[config.mk]
export PLATFORM = sky130hd
export DESIGN_NAME = hash_seq_ctrl
export DESIGN_NICKNAME = d
export VERILOG_FILES = /design/src/rtl/hash_pkg.sv /design/src/rtl/hash_seq_ctrl.sv
export SDC_FILE = /design/constraint.sdc
export NUM_CORES = 1
export LEC_CHECK = 0
export BUFFER_PORTS_ARGS = -buffer_cell sky130_fd_sc_hd__buf_2
export CORE_MARGIN = 8
export CORE_UTILIZATION = 35
export CTS_BUF_LIST = sky130_fd_sc_hd__clkbuf_2
export DETAILED_ROUTE_END_ITERATION = 16
export PLACE_DENSITY_LB_ADDON = 0.15
export SLEW_MARGIN = 10
export SYNTH_ARGS = -nofsm -noshare
export SYNTH_HDL_FRONTEND = slang
export SYNTH_SLANG_ARGS = --single-unit
[constraint.sdc]
create_clock -name clk -period 3.25 [get_ports clk]
set_clock_uncertainty 0.15 [all_clocks]
set_input_delay 0.1625 -clock clk [delete_from_list [all_inputs] [get_ports clk]]
set_output_delay 0.1625 -clock clk [all_outputs]
set_load 0.05 [all_outputs]
[src/rtl/hash_pkg.sv]
// Shared definitions for the SHA-256/SHA-384 hash-state sequencer:
// state encoding, state-register op codes and default round counts.
`timescale 1ns/1ps
package hash_pkg;

   localparam int NR256_DEF = 64;
   localparam int NR384_DEF = 80;
   localparam int BCW_DEF   = 16;

   typedef enum logic [2:0] {
      ST_IDLE     = 3'd0,
      ST_INIT     = 3'd1,
      ST_WAIT_BLK = 3'd2,
      ST_ROUND    = 3'd3,
      ST_UPD      = 3'd4,
      ST_FINAL    = 3'd5,
      ST_DONE     = 3'd6,
      ST_CLR      = 3'd7
   } state_t;

   localparam logic [1:0] LST_EXT = 2'b00;
   localparam logic [1:0] LST_H0  = 2'b01;
   localparam logic [1:0] LST_FIN = 2'b10;
   localparam logic [1:0] LST_ACC = 2'b11;

endpackage

[src/rtl/hash_seq_ctrl.sv]
// Hash-state sequencer: accepts message blocks, steps the compression core
// through 64/80 rounds per block and drives the hash-state register controls.
`timescale 1ns/1ps
module hash_seq_ctrl
   import hash_pkg::*;
#(
   parameter int NR256 = NR256_DEF,
   parameter int NR384 = NR384_DEF,
   parameter int BCW   = BCW_DEF
) (
   input  logic           clk,
   input  logic           rst,
   input  logic           start,
   input  logic           resume,
   input  logic           mode_384,
   input  logic           abort,
   input  logic           blk_valid,
   input  logic           blk_last,
   output logic           blk_ready,
   output logic           rnd_en,
   output logic [6:0]     rnd_idx,
   output logic           rnd_first,
   output logic           h_flg_384,
   output logic [1:0]     lst_op,
   output logic           lst_en,
   output logic           h_clr,
   output logic           busy,
   output logic           done,
   output logic [BCW-1:0] blk_cnt
);

   localparam logic [6:0]     LAST256 = 7'(NR256 - 1);
   localparam logic [6:0]     LAST384 = 7'(NR384 - 1);
   localparam logic [BCW-1:0] CNT_ONE = BCW'(1);
   localparam logic [BCW-1:0] CNT_MAX = {BCW{1'b1}};

   state_t         state_q, state_d;
   logic           mode_q, mode_d;
   logic           resume_q, resume_d;
   logic           last_q, last_d;
   logic [6:0]     idx_q, idx_d;
   logic [BCW-1:0] cnt_q, cnt_d;

   logic           blk_ready_q, blk_ready_d;
   logic           rnd_en_q, rnd_en_d;
   logic           rnd_first_q, rnd_first_d;
   logic [1:0]     lst_op_q, lst_op_d;
   logic           lst_en_q, lst_en_d;
   logic           h_clr_q, h_clr_d;
   logic           busy_q, busy_d;
   logic           done_q, done_d;

   logic [6:0]     last_idx_s;

   assign last_idx_s = mode_q ? LAST384 : LAST256;

   // Next-state and counter update; abort overrides everything, even start in IDLE.
   always_comb begin
      state_d  = state_q;
      mode_d   = mode_q;
      resume_d = resume_q;
      last_d   = last_q;
      idx_d    = idx_q;
      cnt_d    = cnt_q;
      if (abort) begin
         state_d = ST_CLR;
      end else begin
         case (state_q)
            ST_IDLE: begin
               if (start) begin
                  state_d  = ST_INIT;
                  mode_d   = mode_384;
                  resume_d = resume;
                  cnt_d    = {BCW{1'b0}};
               end else begin
                  state_d = ST_IDLE;
               end
            end
            ST_INIT:     state_d = ST_WAIT_BLK;
            ST_WAIT_BLK: begin
               if (blk_valid) begin
                  state_d = ST_ROUND;
                  last_d  = blk_last;
                  idx_d   = 7'd0;
                  if (cnt_q != CNT_MAX) begin
                     cnt_d = cnt_q + CNT_ONE;
                  end else begin
                     cnt_d = cnt_q;
                  end
               end else begin
                  state_d = ST_WAIT_BLK;
               end
            end
            ST_ROUND: begin
               if (idx_q == last_idx_s) begin
                  state_d = ST_UPD;
               end else begin
                  idx_d = idx_q + 7'd1;
               end
            end
            ST_UPD:   state_d = last_q ? ST_FINAL : ST_WAIT_BLK;
            ST_FINAL: state_d = ST_DONE;
            ST_DONE:  state_d = ST_IDLE;
            ST_CLR:   state_d = ST_IDLE;
            default:  state_d = ST_IDLE;
         endcase
      end
   end

   // Outputs decoded from the next state so they register in step with it.
   always_comb begin
      blk_ready_d = 1'b0;
      rnd_en_d    = 1'b0;
      rnd_first_d = 1'b0;
      lst_op_d    = LST_EXT;
      lst_en_d    = 1'b0;
      h_clr_d     = 1'b0;
      busy_d      = (state_d != ST_IDLE);
      done_d      = 1'b0;
      case (state_d)
         ST_INIT: begin
            lst_en_d = 1'b1;
            lst_op_d = resume_d ? LST_EXT : LST_H0;
         end
         ST_WAIT_BLK: blk_ready_d = 1'b1;
         ST_ROUND: begin
            rnd_en_d    = 1'b1;
            rnd_first_d = (idx_d == 7'd0);
         end
         ST_UPD: begin
            lst_en_d = 1'b1;
            lst_op_d = LST_ACC;
         end
         ST_FINAL: begin
            lst_en_d = 1'b1;
            lst_op_d = LST_FIN;
         end
         ST_DONE: done_d  = 1'b1;
         ST_CLR:  h_clr_d = 1'b1;
         default: busy_d  = (state_d != ST_IDLE);
      endcase
   end

   // State, counters and registered outputs.
   always_ff @(posedge clk or posedge rst) begin
      if (rst) begin
         state_q     <= ST_IDLE;
         mode_q      <= 1'b0;
         resume_q    <= 1'b0;
         last_q      <= 1'b0;
         idx_q       <= 7'd0;
         cnt_q       <= {BCW{1'b0}};
         blk_ready_q <= 1'b0;
         rnd_en_q    <= 1'b0;
         rnd_first_q <= 1'b0;
         lst_op_q    <= LST_EXT;
         lst_en_q    <= 1'b0;
         h_clr_q     <= 1'b0;
         busy_q      <= 1'b0;
         done_q      <= 1'b0;
      end else begin
         state_q     <= state_d;
         mode_q      <= mode_d;
         resume_q    <= resume_d;
         last_q      <= last_d;
         idx_q       <= idx_d;
         cnt_q       <= cnt_d;
         blk_ready_q <= blk_ready_d;
         rnd_en_q    <= rnd_en_d;
         rnd_first_q <= rnd_first_d;
         lst_op_q    <= lst_op_d;
         lst_en_q    <= lst_en_d;
         h_clr_q     <= h_clr_d;
         busy_q      <= busy_d;
         done_q      <= done_d;
      end
   end

   assign blk_ready = blk_ready_q;
   assign rnd_en    = rnd_en_q;
   assign rnd_idx   = idx_q;
   assign rnd_first = rnd_first_q;
   assign h_flg_384 = mode_q;
   assign lst_op    = lst_op_q;
   assign lst_en    = lst_en_q;
   assign h_clr     = h_clr_q;
   assign busy      = busy_q;
   assign done      = done_q;
   assign blk_cnt   = cnt_q;

endmodule
==> impl_metrics.toml, run 1 <==
[yosys]
synthCells = 219
ys.warnings.count = 0
synth.area.top_cells = "dfrtp_1, nand3_1, o21ai_0"
synth-async-reset-ratio = 1.00
yosys.area.top_type = "dfrtp_1"
synthDistinctLibCells = 59
syn-num-nets = 229
syn_area_per_cell_um2 = 9.70
synth_edf_count = 0
synth_top_area_frac = 0.436
mappedNetlistArea_um2 = 2120
synth_flop_cell = "dfrtp_1"
seq_area_frac_synth = 0.436
ys_ff_latch = 37

[floorplanning]
coreArea_um2 = 5890
fp.dieW_um = 93.9
start_util = 0.361
rows = 28
dieArea_um2 = 8820
die_y_um = 93.9
io_pins = 41

[timing]
setup_viol = 0
rsz0062_at_grt = "false"
whs_ns = 0.123
relSlewSlack = 0.528
fin_crit_sh = 0.725
hold_violations = 0
fmax_ghz = 0.425
setup_slack_ns = 0.895
fin_crit_ns = 2.36
drv_slew = 0
tns_ns = 0
worst_pin_slew_ns = 0.708

[layout]
n_antenna_cell = 0
final_cell_mix = "buf_2, dfrtp_1, nand2_1, nand3_1, nor2_1"
final_common_cell = "buf_2"
nets = 274
area_growth_syn_to_layout_pct = 16.4
drive_gt1_frac = 0.249
stdcell_area_um2 = 2470

[route]
finalWirelength_um = 5160
vias_per_cell = 5.28
wl_per_cell_um = 15.2
drt_iter0_drc = 95
drc = 0
via_count = 1795
ant_nets = 0
dr.pass1.iters = 4

[pwr]
switchingPower_uw = 568
power_uw = 1300
clock_power_share = 0.164
p_seq_frac = 0.468
p_comb_frac = 0.368
leakage_uw = 0.00117
p_per_area_nw_per_um2 = 524
switching_share = 0.438
internal_power_uw = 728
ir_drop_uv = 216

[grt]
grt_max_degree = 38
grt_pass1_wl_um = 8910
grt_overflow = 0
grt_pass1_vias = 1790
antenna_found_initial = 0
track_usage = 0.125

[setup_path]
cp_data_required_time_ns = 3.40
crit_type = "input pin to flop"
path_max_fanout = 10
cp.arrival_ns = 2.50
critPathCaptureType = "flop"
crit_chain = "dlygate4sd3_1 > buf_2 > nor2_2 > nand4_1 > a21oi_1 > o22ai_1 > a22o_1"
slowest_stage = "a21oi_1"
start_kind = "input pin"
critPathMaxStageDelay_ns = 0.66

[placed_design]
portBuffers = 40
place_ws_ns = 0.938
placed_area_um2 = 2380
dp_hpwl_um = 3740
gp_congestion = 0.804

[clock_tree]
cts_root_buf = "clkbuf_2"
cts_tree = "built"
clk_pin_slew_ns = 0.18
cts_buffers = 5
cts_setup_buffers = 0
htreeDepth = 2
clk_latency_ns = 0.38
cts_buffer_depth = 2
clkSinkCount = 37

[worst_hold_path]
hold_class = "input pin to flop"

[outcome]
outcome = "finished, final reports clean"

[flow_run]
maxCapViolations = 0
## synth_stat cells (3+ instances only)
library cell	count
a211oi_1	4
xnor2_1	6
buf_2	4
inv_1	13
nand4bb_1	3
dfrtp_1	37
a2111oi_2	3
nand3_1	14
a21oi_1	9
o22ai_1	5
clkbuf_1	3
a22o_1	5
or3_1	4
nor2_2	3
o211ai_1	3
o21ai_0	13
nand2_1	17
nor2_1	14
and3_1	6
nand4_1	5
## registers in the layout (all words and copies together), names as in the netlist
signal	cells
h_clr	1
busy	1
blk_cnt	16
h_flg_384	1
state_q	3
rnd_en	1
rnd_idx	7
lst_en	1
done	1
blk_ready	1
rnd_first	1
lst_op	2
last_q	1
## per-stage QoR
step / instances / util
after detailed placement: 327 / 0.405
after global placement: 327 / 0.405
after CTS: 340 / 0.420
after global routing: 340 / 0.420
after floorplan: 219 / -
final: 340 / 0.420
## critical path: cells and delay by family
kind	cells	cell delay [ns]
AO/OA/AOI/OAI	3	1.06
buffers and inverters	2	0.72
AND/OR/NAND/NOR	2	0.54
## repair_timing
| action | CTS | global route |
|---|---|---|
| gates resized for setup | 0 | 0 |
| hold buffers | 5 | 0 |
| endpoints found under the hold margin | 46 | 0 |
## cells by family (layout without fill, tap and decap cells)
family,Yosys count,in the layout,synth area share
mux,3,3,0.0153
compound gates,63,63,0.223
flops,37,37,0.436
xor+xnor,6,6,0.0247
buf+inv,22,68,0.0465
simple gates,86,86,0.243
fa+ha+maj,2,2,0.0118
## cell type report
cell class                      count  area [um2]
Timing Repair Buffer               47         265
Tap cell                           75        93.8
Fill cell                         596        3410
Clock buffer                        8        40.0
Sequential cell                    37         926
Inverter                           13        48.8
Multi-Input combinational cell    160        1100
## layer usage
metal  vias to the layer above  GRT usage  routed length, um
met2                        33      0.183               2250
met4                         0     0.0476                 77
met1                       848      0.171               2580
met3                         6     0.0352                259
met5                         -          0                  0
li1                        908          -                  -
## final timing paths
path                                     to  slack, ns       start  cells after the start
worst max-delay path             blk_cnt[3]       0.89       abort                      7
worst min-delay path                   done       0.12   blk_valid                      4
worst max register to register   blk_cnt[3]       0.89  state_q[2]                      5
worst min register to register   blk_cnt[0]       0.42  blk_cnt[0]                      1
max in group asynchronous        state_q[1]       2.36         rst                      4
min in group asynchronous       blk_cnt[12]       0.26         rst                      4
## power by group through the flow
stage                     logic, uW  clock network [uW]  registers, uW
after floorplan                 198                   0            774
after global placement          475                   0            613
after detailed placement        474                   0            616
after CTS                       481                 229            607
after global routing            515                 243            623
final                           477                 212            607
No activity file was read; power rests on OpenSTA's default activity.
==> inputs of run 2 (changes only) <==
Clock period 3.25 ns to 2.4 ns, I/O delays scaled along.
==> impl_metrics.toml, run 2 (synthesis gave the netlist of run 1 again) <==
[setup_path]
critPathMaxStageDelay_ns = 0.45
crit_chain = "ha_1 > and3_1 > a21boi_4 > o21ai_2 > a211o_1 > or3_1"
crit_buf_inv = 0
cp.arrival_ns = 2.42
critPathCaptureType = "flop"
slowest_stage = "dfrtp_2"
critPathTopFamily = "compound AO/OA/AOI/OAI gates"
cp_data_required_time_ns = 2.54
start_kind = "flop"
crit_type = "flop to flop"
path_max_fanout = 6

[clock_tree]
clk_latency_ns = 0.39
htreeDepth = 2
cts_root_buf = "clkbuf_2"
cts_buffers = 5
cts_buffer_depth = 2
clkSinkCount = 37
clk_pin_slew_ns = 0.19
cts_tree = "built"

[pwr]
internal_power_uw = 990
ir_drop_uv = 426
p_comb_frac = 0.379
p_per_area_nw_per_um2 = 696
switchingPower_uw = 785
clock_power_share = 0.161
leakage_uw = 0.00122
p_seq_frac = 0.460
switching_share = 0.442

[floorplanning]
coreArea_um2 = 5890
die_y_um = 93.9
fp.dieW_um = 93.9
dieArea_um2 = 8820
io_pins = 41
start_util = 0.361
rows = 28

[timing]
fin_crit_sh = 0.951
setup_viol = 0
whs_ns = 0.0828
worst_pin_slew_ns = 0.704
rsz0062_at_grt = "true"
fmax_ghz = 0.438
hold_violations = 0
drv_slew = 0
relSlewSlack = 0.530
fin_crit_ns = 2.28

[placed_design]
portBuffers = 40
dp_hpwl_um = 3920
dp_cells = 333
gp_congestion = 0.783

[outcome]
outcome = "finished, final reports clean"

[layout]
fillers = 600
drive_gt1_frac = 0.272
seqCellArea_um2 = 928
n_antenna_cell = 0
multiInputGateArea_um2 = 1110
nets = 281
area_growth_syn_to_layout_pct = 20.0
final_common_cell = "buf_2"
final_cell_count_no_fill = 347
final_cell_mix = "buf_2, dfrtp_1, nand2_1, nand3_1, nor2_1"
largest_reg_flops = 16

[grt]
grt_max_degree = 28
grt_pass1_wl_um = 8690
grt_pass1_vias = 1779
grt_overflow = 0
track_usage = 0.124
antenna_found_initial = 0

[flow_run]
maxCapViolations = 0

[route]
drt_iter0_drc = 103
dr.pass1.iters = 4
drc = 0
ant_nets = 0
wl_per_cell_um = 15.0
finalWirelength_um = 5220
via_count = 1834
vias_per_cell = 5.29

[worst_hold_path]
hold_class = "input pin to flop"
[run 2: worst reg2reg max path: stages (launching register included)]
cell	delay, ns
dfrtp_2	0.45
ha_1	0.24
and3_1	0.30
a21boi_4	0.28
o21ai_2	0.08
a211o_1	0.32
or3_1	0.37
[run 2: area by class of cell]
class,count,share of cell area
Clock inverter,2,0.00393
Tap cell,75,0.0368
Timing Repair Buffer,54,0.131
Multi-Input combinational cell,160,0.434
Sequential cell,37,0.364
Inverter,13,0.0191
Clock buffer,6,0.0118
[run 2: path summary, 6_finish.rpt]
check	end	cells past startpoint	start	slack [ns]
worst max-delay path	busy	6	rnd_idx[0]	0.12
worst min-delay path	done	4	blk_valid	0.08
worst max register to register	busy	6	rnd_idx[0]	0.12
worst min register to register	blk_cnt[0]	1	blk_cnt[0]	0.42
max in group asynchronous	done	4	rst	1.47
min in group asynchronous	rnd_idx[2]	3	rst	0.11
[run 2: power by group through the flow]
stage / Sequential [uW] / Clock [uW] / Combinational, uW
after CTS: 815 / 312 / 678
after global placement: 824 / 0 / 669
final: 816 / 286 / 672
after floorplan: 1050 / 0 / 268
after global routing: 833 / 329 / 728
after detailed placement: 828 / 0 / 668
[run 2: what timing repair did]
item	4_1_cts	5_1_grt
setup endpoints to repair	0	1
setup buffers	0	0
hold endpoints to repair	49	0
gates resized for setup	0	1
hold buffers	6	0
[run 2: per-stage QoR]
stage	util	TNS (ns)	worst slack [ns]	instance area (um2)	total power, uW
6_report	0.433	0	0.118	2550	1770
5_1_grt	0.433	-0.00516	-0.00516	2550	1890
4_1_cts	0.432	0	0.135	2540	1810
3_5_place_dp	0.415	0	0.175	2440	1500
3_3_place_gp	0.415	0	0.211	2440	1490
2_1_floorplan	-	0	0.0423	2130	1320
[run 2: layer usage]
metal | GRT usage | wire length [um] | up-vias
met3 | 0.0408 | 313 | 5
met4 | 0.0489 | 80 | 0
met2 | 0.183 | 2210 | 49
met1 | 0.164 | 2610 | 856
li1 | - | - | 924
met5 | 0 | 0 | -
==> inputs of run 3 (changes only) <==
Settings changed: CORE_MARGIN 8 to 3, CTS_BUF_LIST sky130_fd_sc_hd__clkbuf_2 to not set.
==> impl_metrics.toml, run 3 (synthesis gave the netlist of run 1 again) <==
[floorplanning]
fp.dieW_um = 83.9
die_y_um = 83.9
dieArea_um2 = 7040
io_pins = 41
rows = 27
start_util = 0.374
coreArea_um2 = 5680

[route]
vias_per_cell = 5.42
drc = 0
drt_iter0_drc = 68
dr.pass1.iters = 4
ant_nets = 0
wl_per_cell_um = 14.9
via_count = 1860
finalWirelength_um = 5100

[placed_design]
portBuffers = 40
gp_congestion = 0.823
dp_hpwl_um = 3720

[setup_path]
cp.arrival_ns = 2.31
crit_type = "input pin to flop"
start_kind = "input pin"
cp_data_required_time_ns = 2.47
path_max_fanout = 10
critPathCaptureType = "flop"

[layout]
area_growth_syn_to_layout_pct = 20.7
final_common_cell = "buf_2"
seqCellArea_um2 = 928
multiInputGateArea_um2 = 1100
n_antenna_cell = 0
nets = 280
fillers = 593
largest_reg_flops = 16
drive_gt1_frac = 0.277
final_cell_mix = "buf_2, dfrtp_1, nand2_1, nand3_1, nor2_1"

[pwr]
leakage_uw = 0.00121
p_per_area_nw_per_um2 = 743
power_uw = 1910
ir_drop_uv = 421

[clock_tree]
cts_buffers = 5
clk_latency_ns = 0.29
htreeDepth = 2
clkSinkCount = 37
cts_tree = "built"
cts_setup_buffers = 0
clk_pin_slew_ns = 0.08
cts_root_buf = "clkbuf_8"
cts_buffer_depth = 2

[grt]
grtUsageMet3 = 0.0355
grt_pass1_wl_um = 8830
grt_overflow = 0
track_usage = 0.153
met2_usage = 0.228
busiest_layer = "met2"
grt_pass1_vias = 1770
grt_max_degree = 38
grt.met1_usage = 0.223
antenna_found_initial = 0

[timing]
fin_crit_ns = 2.24
worst_pin_slew_ns = 0.476
rsz0062_at_grt = "false"
fin_crit_sh = 0.931
drv_slew = 0
setup_viol = 0
hold_violations = 0
fmax_ghz = 0.447
relSlewSlack = 0.682
tns_ns = 0

[outcome]
outcome = "finished, final reports clean"

[flow_run]
maxCapViolations = 0

[worst_hold_path]
hold_class = "input pin to flop"
run 3: changes by cell type in the layout (fill, tap and decap cells not counted), sizes merged:
cell,before,now
dlygate4sd3,6,5
run 3: final timing paths:
| path | from | end | cells past startpoint | slack (ns) |
|---|---|---|---|---|
| setup / recovery | abort | blk_cnt[14] | 7 | 0.16 |
| max in group asynchronous | rst | rnd_idx[1] | 4 | 1.41 |
| setup reg to reg | rnd_idx[1] | busy | 6 | 0.17 |
| min in group asynchronous | rst | blk_cnt[14] | 4 | 0.33 |
| hold / removal | start | blk_cnt[3] | 4 | 0.13 |
| hold reg to reg | blk_cnt[1] | blk_cnt[1] | 1 | 0.40 |
run 3: routing by layer:
| metal | vias up | part of all wire |
|---|---|---|
| met3 | 5 | 0.051 |
| met1 | 890 | 0.51 |
| met2 | 43 | 0.43 |
| li1 | 922 | - |
| met5 | - | 0 |
| met4 | 0 | 0.010 |
run 3: critical path, stage by stage:
cell and delay, ns:
dlygate4sd3_1 0.53, buf_2 0.20, nor2_2 0.27, nand4_1 0.27, buf_4 0.27, or4_1 0.50
a21oi_1 0.15
run 3: power breakdown:
part	switching, uW	internal (uW)
clock	228	202
combinational	454	200
sequential	113	710
total	794	1110
run 3: layout make-up:
| class | count | share of cell area |
|---|---|---|
| multi-input cells | 160 | 0.431 |
| repair buffers | 53 | 0.121 |
| clock buffers | 6 | 0.0283 |
| clock inverters | 2 | 0.00390 |
| well taps | 72 | 0.0351 |
| inverters | 13 | 0.0190 |
| flip-flops and latches | 37 | 0.362 |
run 3: what timing repair did:
item | 4_1_cts | 5_1_grt
gates resized for setup | 0 | 2
setup endpoints to repair | 0 | 5
hold endpoints to repair | 41 | 0
hold buffers | 5 | 0
run 3: stage by stage:
| stage | area, um2 | util | hold slack [ns] | instances | setup slack, ns |
|---|---|---|---|---|---|
| 2_1_floorplan | 2130 | - | 0.0754 | 219 | 0.0423 |
| 3_3_place_gp | 2430 | 0.428 | 0.109 | 330 | 0.195 |
| 3_5_place_dp | 2430 | 0.428 | 0.121 | 330 | 0.142 |
| 4_1_cts | 2560 | 0.451 | 0.127 | 343 | 0.0670 |
| 5_1_grt | 2560 | 0.452 | 0.161 | 343 | 0.0313 |
| 6_report | 2560 | 0.452 | 0.128 | 343 | 0.165 |
